==> src/rtl/dm_arbiter_pkg.sv <==
// Shared types for the M-stage data-memory arbiter: FSM state encoding,
// requester identifiers, the latched memory command and counter sizing.
package dm_arbiter_pkg;

  localparam int DEFAULT_LATENCY = 2;

  typedef enum logic [1:0] {
    ST_IDLE   = 2'd0,
    ST_ACCESS = 2'd1,
    ST_DONE   = 2'd2
  } state_t;

  typedef enum logic {
    REQ_PIPE = 1'b0,
    REQ_SEC  = 1'b1
  } req_id_t;

  typedef struct packed {
    logic        write;
    logic [31:0] addr;
    logic [31:0] wdata;
    logic [31:0] pc;
    logic [1:0]  op_width;
    logic        load_signed;
  } mem_cmd_t;

  // The counter only ever holds LATENCY-1, but a zero-width vector is illegal.
  function automatic int cnt_width(input int latency);
    return ($clog2(latency) < 1) ? 1 : $clog2(latency);
  endfunction

endpackage

==> src/rtl/dm_arbiter_if.sv <==
// Bundle of the pipeline, secondary-master and memory-port signals around
// dm_arbiter. The arbiter takes the slave view, its environment the master view.
interface dm_arbiter_if;

  // Pipeline M-stage requester
  logic        preq;
  logic        pwrite;
  logic [31:0] paddr;
  logic [31:0] pwdata;
  logic [31:0] ppc;
  logic [1:0]  popwidth;
  logic        ploadsigned;
  logic        pstall;
  logic        pdone;
  logic [31:0] prdata;

  // Secondary bus master (DMA / debug)
  logic        dreq;
  logic        dwrite;
  logic [31:0] daddr;
  logic [31:0] dwdata;
  logic [1:0]  dopwidth;
  logic        dgnt;
  logic        ddone;
  logic [31:0] drdata;

  // Shared memory port
  logic        memen;
  logic        memwrite;
  logic [31:0] memaddr;
  logic [31:0] memwd;
  logic [31:0] mempc;
  logic [1:0]  memopwidth;
  logic        memloadsigned;
  logic [31:0] memrd;

  modport slave (
    input  preq, pwrite, paddr, pwdata, ppc, popwidth, ploadsigned,
    output pstall, pdone, prdata,
    input  dreq, dwrite, daddr, dwdata, dopwidth,
    output dgnt, ddone, drdata,
    output memen, memwrite, memaddr, memwd, mempc, memopwidth, memloadsigned,
    input  memrd
  );

  modport master (
    output preq, pwrite, paddr, pwdata, ppc, popwidth, ploadsigned,
    input  pstall, pdone, prdata,
    output dreq, dwrite, daddr, dwdata, dopwidth,
    input  dgnt, ddone, drdata,
    input  memen, memwrite, memaddr, memwd, mempc, memopwidth, memloadsigned,
    output memrd
  );

endinterface

==> src/rtl/dm_arbiter_access_counter.sv <==
// Loadable down-counter that times a memory access; zero marks the final
// access cycle. It stops at zero rather than wrapping.
module access_counter #(
  parameter int WIDTH = 1
) (
  input  logic             clk,
  input  logic             reset,
  input  logic             load,
  input  logic [WIDTH-1:0] load_value,
  input  logic             en,
  output logic             zero
);

  logic [WIDTH-1:0] count;

  // NOTE: sequential state is assigned with <= so every flop samples the
  // pre-edge values; blocking = here would create order-dependent races.
  always_ff @(posedge clk) begin
    if (reset) begin
      count <= '0;
    end else if (load) begin
      count <= load_value;
    end else if (en && (count != '0)) begin
      count <= count - 1'b1;
    end
  end

  assign zero = (count == '0);

endmodule

==> src/rtl/dm_arbiter.sv <==
// Round-robin arbiter and sequencer for the shared M-stage data memory:
// one access at a time, command held for LATENCY cycles, one-cycle done pulse.
module dm_arbiter
  import dm_arbiter_pkg::*;
#(
  parameter int LATENCY = DEFAULT_LATENCY
) (
  input  logic         clk,
  input  logic         reset,
  dm_arbiter_if.slave  bus
);

  localparam int             CW       = cnt_width(LATENCY);
  localparam logic [CW-1:0]  LOAD_VAL = CW'(LATENCY - 1);

  state_t   state, state_nxt;
  req_id_t  owner;        // granted requester; doubles as the last-grant flag
  mem_cmd_t cmd;
  logic [31:0] prdata_q, drdata_q;

  req_id_t  grant_id;
  logic     grant_valid;
  mem_cmd_t grant_cmd;
  logic     cnt_load, cnt_zero, final_cycle;

  // Round-robin: on a tie the requester that was not granted last wins.
  always_comb begin
    grant_valid = bus.preq | bus.dreq;
    grant_id    = REQ_PIPE;
    if (bus.preq && bus.dreq) begin
      grant_id = (owner == REQ_PIPE) ? REQ_SEC : REQ_PIPE;
    end else if (bus.dreq) begin
      grant_id = REQ_SEC;
    end
  end

  // The secondary master has no PC or sign-extend input; both read as zero.
  always_comb begin
    if (grant_id == REQ_PIPE) begin
      grant_cmd = '{write:       bus.pwrite,
                    addr:        bus.paddr,
                    wdata:       bus.pwdata,
                    pc:          bus.ppc,
                    op_width:    bus.popwidth,
                    load_signed: bus.ploadsigned};
    end else begin
      grant_cmd = '{write:       bus.dwrite,
                    addr:        bus.daddr,
                    wdata:       bus.dwdata,
                    pc:          32'd0,
                    op_width:    bus.dopwidth,
                    load_signed: 1'b0};
    end
  end

  // NOTE: every output of this always_comb gets a default before the case,
  // so no path leaves one unassigned and no latch is inferred.
  always_comb begin
    state_nxt = state;
    cnt_load  = 1'b0;
    unique case (state)
      ST_IDLE: begin
        if (grant_valid) begin
          state_nxt = ST_ACCESS;
          cnt_load  = 1'b1;
        end
      end
      ST_ACCESS: begin
        if (cnt_zero) state_nxt = ST_DONE;
      end
      ST_DONE:  state_nxt = ST_IDLE;
      default:  state_nxt = ST_IDLE;
    endcase
  end

  access_counter #(.WIDTH(CW)) u_counter (
    .clk        (clk),
    .reset      (reset),
    .load       (cnt_load),
    .load_value (LOAD_VAL),
    .en         (state == ST_ACCESS),
    .zero       (cnt_zero)
  );

  assign final_cycle = (state == ST_ACCESS) && cnt_zero;

  // NOTE: the command and read-data registers are explicitly cleared on
  // reset so no stale address or data is visible after an aborted access.
  always_ff @(posedge clk) begin
    if (reset) begin
      state    <= ST_IDLE;
      owner    <= REQ_SEC;
      cmd      <= '0;
      prdata_q <= '0;
      drdata_q <= '0;
    end else begin
      state <= state_nxt;
      if ((state == ST_IDLE) && grant_valid) begin
        owner <= grant_id;
        cmd   <= grant_cmd;
      end
      // Stores leave the requester's read data untouched.
      if (final_cycle && !cmd.write) begin
        if (owner == REQ_PIPE) prdata_q <= bus.memrd;
        else                   drdata_q <= bus.memrd;
      end
    end
  end

  assign bus.memen         = (state == ST_ACCESS);
  assign bus.memwrite      = final_cycle && cmd.write;
  assign bus.memaddr       = cmd.addr;
  assign bus.memwd         = cmd.wdata;
  assign bus.mempc         = cmd.pc;
  assign bus.memopwidth    = cmd.op_width;
  assign bus.memloadsigned = cmd.load_signed;

  assign bus.pdone  = (state == ST_DONE) && (owner == REQ_PIPE);
  assign bus.ddone  = (state == ST_DONE) && (owner == REQ_SEC);
  assign bus.dgnt   = ((state == ST_ACCESS) || (state == ST_DONE)) && (owner == REQ_SEC);
  assign bus.pstall = bus.preq & ~bus.pdone;
  assign bus.prdata = prdata_q;
  assign bus.drdata = drdata_q;

endmodule
==> src/flat_wrapper.sv <==
// flat-port wrapper written by rule: the top's interface ports become plain ports
module dm_arbiter_flat import dm_arbiter_pkg::*;
#(
  parameter int LATENCY = DEFAULT_LATENCY
)
  (clk, reset, bus_preq, bus_pwrite, bus_paddr, bus_pwdata, bus_ppc, bus_popwidth, bus_ploadsigned, bus_pstall, bus_pdone, bus_prdata, bus_dreq, bus_dwrite, bus_daddr, bus_dwdata, bus_dopwidth, bus_dgnt, bus_ddone, bus_drdata, bus_memen, bus_memwrite, bus_memaddr, bus_memwd, bus_mempc, bus_memopwidth, bus_memloadsigned, bus_memrd);
  dm_arbiter_if bus_i ();
  input  logic clk;
  input  logic reset;
  input wire logic [$bits(bus_i.preq)-1:0] bus_preq;
  input wire logic [$bits(bus_i.pwrite)-1:0] bus_pwrite;
  input wire logic [$bits(bus_i.paddr)-1:0] bus_paddr;
  input wire logic [$bits(bus_i.pwdata)-1:0] bus_pwdata;
  input wire logic [$bits(bus_i.ppc)-1:0] bus_ppc;
  input wire logic [$bits(bus_i.popwidth)-1:0] bus_popwidth;
  input wire logic [$bits(bus_i.ploadsigned)-1:0] bus_ploadsigned;
  output wire logic [$bits(bus_i.pstall)-1:0] bus_pstall;
  output wire logic [$bits(bus_i.pdone)-1:0] bus_pdone;
  output wire logic [$bits(bus_i.prdata)-1:0] bus_prdata;
  input wire logic [$bits(bus_i.dreq)-1:0] bus_dreq;
  input wire logic [$bits(bus_i.dwrite)-1:0] bus_dwrite;
  input wire logic [$bits(bus_i.daddr)-1:0] bus_daddr;
  input wire logic [$bits(bus_i.dwdata)-1:0] bus_dwdata;
  input wire logic [$bits(bus_i.dopwidth)-1:0] bus_dopwidth;
  output wire logic [$bits(bus_i.dgnt)-1:0] bus_dgnt;
  output wire logic [$bits(bus_i.ddone)-1:0] bus_ddone;
  output wire logic [$bits(bus_i.drdata)-1:0] bus_drdata;
  output wire logic [$bits(bus_i.memen)-1:0] bus_memen;
  output wire logic [$bits(bus_i.memwrite)-1:0] bus_memwrite;
  output wire logic [$bits(bus_i.memaddr)-1:0] bus_memaddr;
  output wire logic [$bits(bus_i.memwd)-1:0] bus_memwd;
  output wire logic [$bits(bus_i.mempc)-1:0] bus_mempc;
  output wire logic [$bits(bus_i.memopwidth)-1:0] bus_memopwidth;
  output wire logic [$bits(bus_i.memloadsigned)-1:0] bus_memloadsigned;
  input wire logic [$bits(bus_i.memrd)-1:0] bus_memrd;
  assign bus_i.preq = bus_preq;
  assign bus_i.pwrite = bus_pwrite;
  assign bus_i.paddr = bus_paddr;
  assign bus_i.pwdata = bus_pwdata;
  assign bus_i.ppc = bus_ppc;
  assign bus_i.popwidth = bus_popwidth;
  assign bus_i.ploadsigned = bus_ploadsigned;
  assign bus_pstall = bus_i.pstall;
  assign bus_pdone = bus_i.pdone;
  assign bus_prdata = bus_i.prdata;
  assign bus_i.dreq = bus_dreq;
  assign bus_i.dwrite = bus_dwrite;
  assign bus_i.daddr = bus_daddr;
  assign bus_i.dwdata = bus_dwdata;
  assign bus_i.dopwidth = bus_dopwidth;
  assign bus_dgnt = bus_i.dgnt;
  assign bus_ddone = bus_i.ddone;
  assign bus_drdata = bus_i.drdata;
  assign bus_memen = bus_i.memen;
  assign bus_memwrite = bus_i.memwrite;
  assign bus_memaddr = bus_i.memaddr;
  assign bus_memwd = bus_i.memwd;
  assign bus_mempc = bus_i.mempc;
  assign bus_memopwidth = bus_i.memopwidth;
  assign bus_memloadsigned = bus_i.memloadsigned;
  assign bus_i.memrd = bus_memrd;
  dm_arbiter #(.LATENCY(LATENCY)) u_core (.clk(clk), .reset(reset), .bus(bus_i));
endmodule
==> config.mk <==
export PLATFORM = sky130hd
export DESIGN_NAME = dm_arbiter_flat
export DESIGN_NICKNAME = d
export VERILOG_FILES = /design/src/rtl/dm_arbiter_pkg.sv /design/src/rtl/dm_arbiter_if.sv /design/src/rtl/dm_arbiter_access_counter.sv /design/src/rtl/dm_arbiter.sv /design/src/flat_wrapper.sv
export SDC_FILE = /design/constraint.sdc
export NUM_CORES = 1
export LEC_CHECK = 0
export BUFFER_PORTS_ARGS = -buffer_cell sky130_fd_sc_hd__buf_2
export CORE_AREA = 2 2 143 145
export DETAILED_ROUTE_END_ITERATION = 7
export DIE_AREA = 0 0 145 147
export HOLD_SLACK_MARGIN = 0.05
export PLACE_DENSITY = 0.69
export SLEW_MARGIN = 10
export SYNTH_ARGS = -nofsm -noshare
export SYNTH_HDL_FRONTEND = slang
export SYNTH_SLANG_ARGS = --single-unit
==> constraint.sdc <==
create_clock -name clk -period 1.58 [get_ports clk]
set_input_delay 0.316 -clock clk [delete_from_list [all_inputs] [get_ports clk]]
set_output_delay 0.316 -clock clk [all_outputs]
set_load 0.01 [all_outputs]
* Word-level counts from Yosys, hierarchy flattened
Cells that the tools add are included.
** Storage, ports and cells
- Register bits :: 168
- Logic and storage cells :: 48
** Operators by class
- Muxes and demuxes :: 11
- Equal/unequal tests :: 4
- Bitwise logic cells :: 5
- Reductions and logical operators :: 16
- Add/subtract/negate cells :: 1
** Operators by type and width (count)
- $mux W100 :: 1
- $logic_and A1 B1 Y1 :: 9
- $mux W1 :: 7
- $reduce_and A2 Y1 :: 3
- $mux W2 :: 2
- $pmux W2 S2 :: 1
- $not A1 Y1 :: 3
- $eq A2 B1 Y1 const B :: 1
- $eq A2 B2 Y1 const B :: 1
- $logic_not A2 Y1 :: 1
- $ne A2 B1 Y1 const B :: 1
- $ne A2 B2 Y1 const B :: 1
- $reduce_bool A2 Y1 :: 1
- $and A1 B1 Y1 :: 1
- $logic_not A1 Y1 :: 1
- $logic_or A1 B1 Y1 :: 1
- $or A1 B1 Y1 :: 1
- $sub A1 B1 Y1 const B :: 1

* Longest topological paths before layout
- Depth in word-level cells :: 4
- Depth in mapped cells :: 8
- Mapped depth without buffers :: 5

* Cells and area by module
Synthesis repeated with hierarchy kept, for this count alone.
** Second synthesis, totals
- Cell total of the unflattened synthesis :: 861
- Area total of the unflattened synthesis :: 7106.8 um^2
** By module, submodules not included
- dm_arbiter :: instances 1, cells each 857, sequential area each 3343.2 um^2, area each 7059.3 um^2
- access_counter :: instances 1, cells each 4, sequential area each 20.0 um^2, area each 47.5 um^2

* Worst setup path after synthesis
No wires, ideal clock.
- Path kind :: reg2reg
- Start :: reg u_core.state[1]
- End :: reg u_core.prdata_q[26], in the netlist u_core.bus.prdata[26]
- Slack :: -2 ps
- Stages on the path, launching flop included :: 8
- Arrival time :: 1450 ps
- Buffers on the path :: 2
- Setup time :: 132 ps
- Clock period less this slack :: 1582 ps
- Cells stage by stage :: dfxtp_1 -> inv_1 -> ha_1 -> or4b_1 -> clkbuf_1 -> buf_4 -> nand2_1 -> a21oi_1
** On the way
- Word-level cells in the longest chain between the ends :: 4
** RTL lines
- start: declaration :: line dm_arbiter.sv:16 : state_t state, state_nxt;
- start signal: assignment :: line dm_arbiter.sv:97 : state <= state_nxt;
- $eq A2 B1 Y1 :: line dm_arbiter.sv:85 : assign final_cycle = (state == ST_ACCESS) && cnt_zero;
- $logic_and A1 B1 Y1 :: line dm_arbiter.sv:85
- $logic_and A1 B1 Y1 :: line dm_arbiter.sv:103 : if (final_cycle && !cmd.write) begin
- $reduce_and A2 Y1 (no source line)
- end signal: assignment :: line dm_arbiter.sv:104 : if (owner == REQ_PIPE) prdata_q <= bus.memrd;
- end: declaration :: line dm_arbiter.sv:19 : logic [31:0] prdata_q, drdata_q;
No other way between the ends.
A chain may end at the register's enable or synchronous reset.

* Worst setup path after layout
- Start :: reg u_core.state[0]
- End :: out bus_dgnt
** On the way
- Word-level cells in the longest chain between the ends :: 3
- Elaborated cells on any way between the ends :: 4
** RTL lines
- $eq A2 B1 Y1 / $eq A2 B2 Y1 (equally long branches) :: line dm_arbiter.sv:120 : assign bus.dgnt = ((state == ST_ACCESS) || (state == ST_DONE)) && (owner == REQ_SEC);
- $logic_or A1 B1 Y1 * :: line dm_arbiter.sv:120
- $logic_and A1 B1 Y1 * :: line dm_arbiter.sv:120
- end: declaration :: line flat_wrapper.sv:25 : output wire logic [$bits(bus_i.dgnt)-1:0] bus_dgnt;
Every way passes the cells marked *; elsewhere a longest branch is shown, timed or not.

==> flow_metrics.py <==
metrics = {
    "sta": {
        "slew_viol_final": 0,
        "hold_violations": 0,
        "rsz0062_at_grt": "yes",
        "whs_ns": 0.101,
        "slew_headroom": 0.707,
        "min_period_over_period": 1.10,
        "worst_pin_slew_ns": 0.439,
        "max_freq_ghz": 0.573,
        "finClkSkew_ns": 0.0111,
        "finalSetupViolations": 38,
        "min_period_ns": 1.75,
        "timing.final.ws_setup_ns": -0.165,
    },
    "status": {
        "outcome": "complete, but fails checks",
        "violations": "setup timing",
    },
    "clock_network": {
        "cts_sinks": 168,
        "clock_latency_ns": 0.41,
        "ctsHoldBuffers": 0,
        "clk_path_buf_depth": 2,
        "cts_buffers": 17,
        "path_clk_slew_ns": 0.07,
        "cts_tree": "yes",
        "clock-root-buffer": "clkbuf_16",
        "h-tree-depth": 4,
    },
    "finish": {
        "final_common_cell": "buf_2",
        "num_antenna_cells": 0,
        "syn_to_final_growth_pct": 38.6,
        "layout.cells.non_filler": 1420,
        "nets": 1344,
        "layout-drive-gt1-share": 0.460,
        "layout_common_cells": "buf_2 (367), nand2_1 (225), dfxtp_1 (166)",
    },
    "min_path": {
        "hold_path_class": "in -> reg",
        "hp-start": "bus_ppc[12]",
        "hold_path_end": "u_core.bus.mempc[12]",
        "hold_depth": 2,
    },
    "global_routing": {
        "track_usage": 0.197,
        "grt_pass1_wl_um": 34000,
        "grt_pass1_vias": 6514,
        "grt_remaining_overflow": 0,
        "grt_max_degree": 74,
        "antenna_found_initial": 1,
    },
    "detailed_routing": {
        "drtAntennaViolNets": 0,
        "drc": 0,
        "drt_iter0_drc": 309,
        "wl_per_cell_um": 15.5,
        "firstDrtPassIters": 5,
        "routed_via_density": 4.78,
        "routed_wl_um": 22100,
        "vias": 6783,
    },
    "synthesis": {
        "syn-cell-area_um2": 7110,
        "syn_area_per_cell_um2": 8.27,
        "yosysSeqAreaShare": 0.473,
        "synth-seq-cells": 168,
        "synth.distinct_cells": 29,
        "synthCells": 860,
        "synth-warning-count": 0,
        "synth_fp_nets": 1067,
    },
    "power_and_ir_drop": {
        "p_leak_uw": 0.00464,
        "switchingPower_uw": 3830,
        "combPwrFrac": 0.251,
        "switching_share": 0.313,
        "power_density_nw_per_um2": 1240,
        "p_seq_frac": 0.409,
        "ir_drop_mv": 0.647,
        "p_int_uw": 8390,
        "clockPowerShare": 0.340,
    },
    "floorplan": {
        "die_w_um": 145,
        "rows": 52,
        "start_util": 0.358,
        "die_h_um": 147,
        "fp.coreArea_um2": 19800,
        "dieArea_um2": 21300,
        "io_pins": 372,
    },
    "critical_path": {
        "r2r_slack_ns": -0.08,
        "r2r_end": "u_core.bus.prdata[2]",
        "cp-end-kind": "output pin",
        "reg2regPathDepth": 7,
        "timing.rr.start": "u_core.state[1]",
        "required_ns": 1.26,
        "cp_max_fo": 3,
        "worstSetupPathType": "reg -> out",
        "critPathTopFamily": "flip-flops",
        "arrival_ns": 1.43,
        "startpoint_type": "register",
        "slowest_delay_ns": 0.37,
        "crit_buf_inv": 2,
        "crit_chain": "inv_2, ha_1, and2_4, buf_6",
        "crit_slowest_cell": "dfxtp_4",
    },
    "placement": {
        "gp_congestion": 0.792,
        "place_hpwl_um": 14900,
        "dp_cells": 1373,
        "port_buffers": 371,
    },
    "flow_run": {
        "max_cap_viol_count": 0,
    },
}
power by group through the flow:
stage | logic [µW] | clock network, µW | registers [µW]
after global placement | 2730 | 0 | 5060
after CTS | 2980 | 4270 | 4990
after detailed placement | 2760 | 0 | 5070
after global routing | 3340 | 4460 | 5060
final | 3070 | 4150 | 5000
after floorplan | 1950 | 0 | 5080
flip-flops by register name, summed over array words and instances, names as in the netlist, 2 cells and up:
register and cells:
u_core.bus.drdata 32, u_core.bus.memaddr 32, u_core.bus.mempc 32, u_core.bus.memwd 32, u_core.bus.prdata 32, u_core.bus.memopwidth 2, u_core.state 2
worst max path at each step:
stage	from	to	slack, ns	depth (start not counted)
finish	u_core.state[0]	bus_dgnt	-0.17	4
CTS	u_core.state[1]	bus_memwrite	-0.20	6
global placement	bus_preq	u_core.cmd[99]	0.004	5
floorplan	u_core.state[1]	u_core.bus.prdata[26]	0.01	7
global route	u_core.state[1]	bus_memwrite	-0.22	6
detailed placement	bus_preq	u_core.bus.memaddr[13]	-0.05	5
per-stage QoR:
step,setup TNS (ns),instance area [µm²],total power [µW],utilization,setup WS (ns)
4_1_cts,-5.18,9630,12200,0.485,-0.201
3_3_place_gp,0,8700,7790,0.439,0.00375
3_5_place_dp,-0.274,8700,7830,0.439,-0.0493
2_1_floorplan,0,7110,7030,-,0.0140
6_report,-1.98,9860,12200,0.497,-0.165
5_1_grt,-8.25,9860,12900,0.497,-0.223
worst reg2reg max path, cell delays in order (launching register included):
cell,delay [ns]
dfxtp_2,0.34
inv_4,0.07
ha_4,0.13
buf_4,0.10
or4b_4,0.55
buf_12,0.20
nand2_2,0.08
a21oi_1,0.07
per-layer routing:
layer  track usage  vias up  wire length, µm
met5             0        -               13
met4        0.0624        2              489
met3        0.0565       31             1670
met2         0.335      292            10900
met1         0.242     3095             9000
li1              -     3363                -
final cells by class:
class	count	area, µm²
fill	1863	9990
sequential	168	3370
multi-input combinational	524	2990
timing repair buffer	422	2550
clock buffer	18	429
tap	270	338
clock inverter	14	159
inverter	4	20.0
cells in the mapped netlist, drive strengths merged:
| cell type | count | area share |
|---|---|---|
| a22oi | 1 | 0.0011 |
| and2 | 2 | 0.0018 |
| inv | 4 | 0.0021 |
| nor3b | 1 | 0.0011 |
| nor4b | 1 | 0.0021 |
| dfxtp | 168 | 0.47 |
| a211o | 1 | 0.0012 |
| nor2b | 2 | 0.0018 |
| a21bo | 1 | 0.0014 |
| or4b | 1 | 0.0014 |
| o31ai | 1 | 0.0011 |
| nand4bb | 1 | 0.0016 |
| a311oi | 67 | 0.083 |
| ha | 4 | 0.0070 |
| nand2b | 2 | 0.0018 |
| and3 | 1 | 0.00088 |
| a21oi | 66 | 0.046 |
| clkbuf | 29 | 0.015 |
| a21boi | 1 | 0.0016 |
| buf | 135 | 0.13 |
| o21a | 1 | 0.0011 |
| a22o | 33 | 0.041 |
| nor4bb | 1 | 0.0014 |
| nor2 | 70 | 0.037 |
| a211oi | 1 | 0.0018 |
| nand2 | 264 | 0.14 |
| mux2i | 1 | 0.0014 |
logic make-up after synthesis:
| family | synth area share |
|---|---|
| fa+ha+maj | 0.00704 |
| flops | 0.473 |
| mux | 0.00141 |
| buf+inv | 0.150 |
| simple gates | 0.190 |
| compound gates | 0.179 |
repair_timing:
item / 4_1_cts / 5_1_grt
buffers inserted: 6 / 3
resized for setup: 39 / 57
pin swaps: 4 / 7
setup endpoints to repair: 48 / 163
cloned: 5 / 5
No activity file was read; power rests on OpenSTA's default activity.
